### src/rtl/full_adder_pkg.sv
// Purpose: shared defaults for the full_adder block (operand width, output staging).
package full_adder_pkg;

  // Classic 1-bit full adder with a registered output stage.
  localparam int unsigned DEF_WIDTH   = 1;
  localparam int unsigned DEF_REG_OUT = 1;

endpackage : full_adder_pkg

### src/rtl/full_adder_fa_cell.sv
// Purpose: combinational 1-bit full adder cell, the ripple-chain leaf.
// Ports:
//   i_a, i_b  - operand bits
//   i_cin     - carry in
//   o_s       - sum bit
//   o_cout    - carry out
module fa_cell (
  input  logic i_a,
  input  logic i_b,
  input  logic i_cin,
  output logic o_s,
  output logic o_cout
);

  logic w_p;

  // Propagate term shared by sum and carry.
  assign w_p    = i_a ^ i_b;
  assign o_s    = w_p ^ i_cin;
  assign o_cout = (i_a & i_b) | (i_cin & w_p);

endmodule : fa_cell

### src/rtl/full_adder.sv
// Purpose: parameterised ripple-carry full adder, {C_out,S} = A + B + C_in,
//          with an optional valid-qualified output register.
// Ports:
//   clk, rst_n - clock (rising edge) and async active-low reset
//   in_valid   - A/B/C_in qualified this cycle
//   A, B       - unsigned operands, WIDTH bits
//   C_in       - carry in
//   S          - sum, WIDTH bits
//   C_out      - carry out of the MSB
//   out_valid  - S/C_out hold a new result
module full_adder
  import full_adder_pkg::*;
#(
  parameter int unsigned WIDTH   = DEF_WIDTH,
  parameter int unsigned REG_OUT = DEF_REG_OUT
) (
  input  logic             clk,
  input  logic             rst_n,
  input  logic             in_valid,
  input  logic [WIDTH-1:0] A,
  input  logic [WIDTH-1:0] B,
  input  logic             C_in,
  output logic [WIDTH-1:0] S,
  output logic             C_out,
  output logic             out_valid
);

  logic [WIDTH:0]   w_carry;
  logic [WIDTH-1:0] w_sum;

  assign w_carry[0] = C_in;

  // Ripple chain, carries flow LSB -> MSB.
  for (genvar i = 0; i < int'(WIDTH); i++) begin : g_cell
    fa_cell u_cell (
      .i_a    (A[i]),
      .i_b    (B[i]),
      .i_cin  (w_carry[i]),
      .o_s    (w_sum[i]),
      .o_cout (w_carry[i+1])
    );
  end

  if (REG_OUT != 0) begin : g_reg
    logic [WIDTH-1:0] r_s;
    logic             r_c_out;
    logic             r_out_valid;

    // Result register: loads only on valid, pulses valid for one cycle.
    always_ff @(posedge clk or negedge rst_n) begin
      if (!rst_n) begin
        r_s         <= '0;
        r_c_out     <= 1'b0;
        r_out_valid <= 1'b0;
      end else begin
        r_out_valid <= in_valid;
        if (in_valid) begin
          r_s     <= w_sum;
          r_c_out <= w_carry[WIDTH];
        end
      end
    end

    assign S         = r_s;
    assign C_out     = r_c_out;
    assign out_valid = r_out_valid;
  end else begin : g_comb
    // Clock and reset have no role in the bypass configuration.
    logic w_unused_clk_rst;
    assign w_unused_clk_rst = clk ^ rst_n;

    assign S         = w_sum;
    assign C_out     = w_carry[WIDTH];
    assign out_valid = in_valid;
  end

endmodule : full_adder

### config.mk
export PLATFORM = sky130hd
export DESIGN_NAME = full_adder
export DESIGN_NICKNAME = d
export VERILOG_FILES = /design/src/rtl/full_adder_pkg.sv /design/src/rtl/full_adder_fa_cell.sv /design/src/rtl/full_adder.sv
export SDC_FILE = /design/constraint.sdc
export NUM_CORES = 1
export LEC_CHECK = 0
export BUFFER_PORTS_ARGS = -buffer_cell sky130_fd_sc_hd__buf_2
export CELL_PAD_IN_SITES_DETAIL_PLACEMENT = 1
export CELL_PAD_IN_SITES_GLOBAL_PLACEMENT = 1
export CORE_AREA = 3 3 40 42
export DETAILED_ROUTE_END_ITERATION = 7
export DIE_AREA = 0 0 43 45
export GPL_ROUTABILITY_DRIVEN = 0
export GPL_TIMING_DRIVEN = 1
export PLACE_DENSITY_LB_ADDON = 0.3
export SYNTH_ARGS = -nofsm -noshare
export SYNTH_HDL_FRONTEND = slang
export SYNTH_SLANG_ARGS = --single-unit
### constraint.sdc
create_clock -name clk -period 1.2 [get_ports clk]
set_input_delay 0.12 -clock clk [delete_from_list [all_inputs] [get_ports clk]]
set_output_delay 0.12 -clock clk [all_outputs]
set_load 0.02 [all_outputs]
==> flow_summary_export.csv <==
group,metric,value,unit
clock_tree,cts_htree_levels,1,
synthesis,syn-cell-area,117.6,um2
global_routing,grt_max_degree,4,
route,drt-initial-drc-count,1,
clock_tree,cts_resized,0,
route,wire_per_inst,9.088,um
sta,hold_viol_final,0,
finish,mostFrequentLayoutCells,"buf_2 (8), dfrtp_1 (3), clkbuf_4 (3)",
synthesis,syn_avg_cell_area,19.60,um2
sta,maxSlewHeadroom,92.39,%
placed_design,port_buffers,8,
route,drt-vias-per-instance,2.912,
synthesis,ys_seq_area_share,63.83,%
route,route.detailed.drc,0,
power,p_comb_share,17.3,%
global_routing,grt_pass1_vias,117,
floorplan,die-height,45,um
synthesis,ys_warn_count,0,
run_status,status,"finished, final reports clean",
power,p_per_area,1665,nW/um2
finish,drive_above_1_share,68.42,%
setup_path,critPathBufInv,1,
clock_tree,clkLatencyLatePin,0.23,ns
setup_path,critical-path-top-delay-family,"flip-flops",
clock_tree,cts_made_buffers,3,
clock_tree,cts.path.max_buffers,2,
finish,fin_area,212.7,um2
finish,antenna_cells,0,
clock_tree,cts-root-buf,"clkbuf_4",
power,ir_drop,0.2376,mV
sta,drv_slew,0,
finish,finalNetCount,27,
setup_path,critPathSlowestCell,"dfrtp_1",
finish,fin_util,16.55,%
setup_path,crit_type,"register to output pin",
power,p_leak,0.1009,nW
power,intPower,0.2672,mW
clock_tree,cts_tree,"done",
global_routing,gr-total-overflow,0,
power,p_sw,0.08687,mW
finish,mostFrequentLayoutCell,"buf_2",
synthesis,syn_inst,6,
setup_path,cp_max_fo,2,
floorplan,die_x,43,um
sta,rsz0062_at_grt,"no",
job,cap_violations,0,
floorplan,core,1285,um2
placed_design,placed_cell_area,176.4,um2
route,via_count,99,
finish,synthToLayoutAreaGrowth,80.85,%
global_routing,antenna_found_initial,0,
synthesis,synth_nets,13,
min_path,hold_path_class,"input pin to register",
setup_path,endpoint_kind,"output pin",
sta,tightest_slew,0.1150,ns
sta,fin_crit_sh,72.83,%
setup_path,max_stage_delay,0.37,ns
floorplan,num_rows,13,
setup_path,arrival,0.75,ns
power,seqPwrFrac,33.7,%
route,ant_nets,0,
route,wirelength,309,um
floorplan,ioPinCount,9,
sta,max_freq,1.144,GHz
setup_path,crit_chain,"buf_2",
global_routing,grt_usage,4.177,%
sta,fin_tns_setup,0,ns
setup_path,startpoint_type,"register",
power,clkPwrFrac,48.9,%
clock_tree,cts_sinks,3,
route,dr.pass1.iters,2,
synthesis,synthDistinctLibCells,3,
global_routing,grt_pass1_wl,483,um
sta,period_minus_slack,0.8739,ns
power,switching_share,24.53,%
clock_tree,cts_setup_buffers,0,
placed_design,dp_hpwl,270.5,um
sta,finalSetupViolations,0,
setup_path,crit_required,1.08,ns
sta,skew,0,ns
floorplan,die_area,1935,um2
clock_tree,clk_pin_slew,0.04,ns
floorplan,start_util,9.153,%
synthesis,ys_ff_latch,3,
## through the flow
| step | instances | power, mW | hold slack [ns] | setup WS, ns |
|---|---|---|---|---|
| 2_1_floorplan | 6 | 0.1507 | -0.1756 | 0.2541 |
| 3_3_place_gp | 29 | 0.1778 | -0.08477 | 0.1326 |
| 3_5_place_dp | 29 | 0.1812 | -0.08035 | 0.1017 |
| 4_1_cts | 34 | 0.3653 | 0.02821 | 0.3094 |
| 5_1_grt | 34 | 0.3750 | 0.04017 | 0.3007 |
| 6_report | 34 | 0.3541 | 0.03458 | 0.3261 |
## Yosys cell counts
master	instances	area, um2
dfrtp_1	3	75.07
fa_1	1	20.02
mux2_2	2	22.52
## what timing repair did
action	4_1_cts	5_1_grt
hold endpoints to repair	3	0
endpoints found under the setup margin	0	0
hold buffers	1	0
## final timing paths
| check | from | to | slack (ns) | cells past startpoint |
|---|---|---|---|---|
| min in group asynchronous | rst_n | out_valid | 0.22 | 2 |
| max in group asynchronous | rst_n | S | 0.88 | 2 |
| worst max-delay path | C_out | C_out | 0.33 | 1 |
| worst min-delay path | in_valid | out_valid | 0.03 | 1 |
| worst max register to register | C_out | C_out | 0.46 | 1 |
| worst min register to register | S | S | 0.49 | 1 |
## metal layers
metal | global-route usage (%) | part of all wire (%) | vias up
met5 | 0 | 0 | -
met4 | 5.422 | 0 | 0
met3 | 4.781 | 23 | 0
met2 | 4.192 | 36 | 9
met1 | 3.650 | 40 | 44
li1 | - | - | 46
## state kept, by name (all words and copies together), names as in the netlist
name       count
C_out          1
S              1
out_valid      1
## final cells by class
class | count | area [um2]
clock buffers | 4 | 26.28
repair buffers | 9 | 50.05
fillers | 151 | 1072
multi-input cells | 3 | 42.54
well taps | 15 | 18.77
flip-flops and latches | 3 | 75.07
## kinds of logic (layout without fill, tap and decap cells)
logic type | after synthesis | after routing | share of synthesized area (%)
fa+ha+maj | 1 | 1 | 17.02
buf+inv | 0 | 13 | 0
flops | 3 | 3 | 63.83
mux | 2 | 2 | 19.15
## power groups by stage
stage | sequential (mW) | combinational (mW) | clock [mW]
global route | 0.122 | 0.0679 | 0.185
detailed placement | 0.121 | 0.0599 | 0
CTS | 0.120 | 0.0624 | 0.183
finish | 0.119 | 0.0614 | 0.173
global placement | 0.121 | 0.0568 | 0
floorplan | 0.138 | 0.0132 | 0
Power figures use the tool's default switching activity.
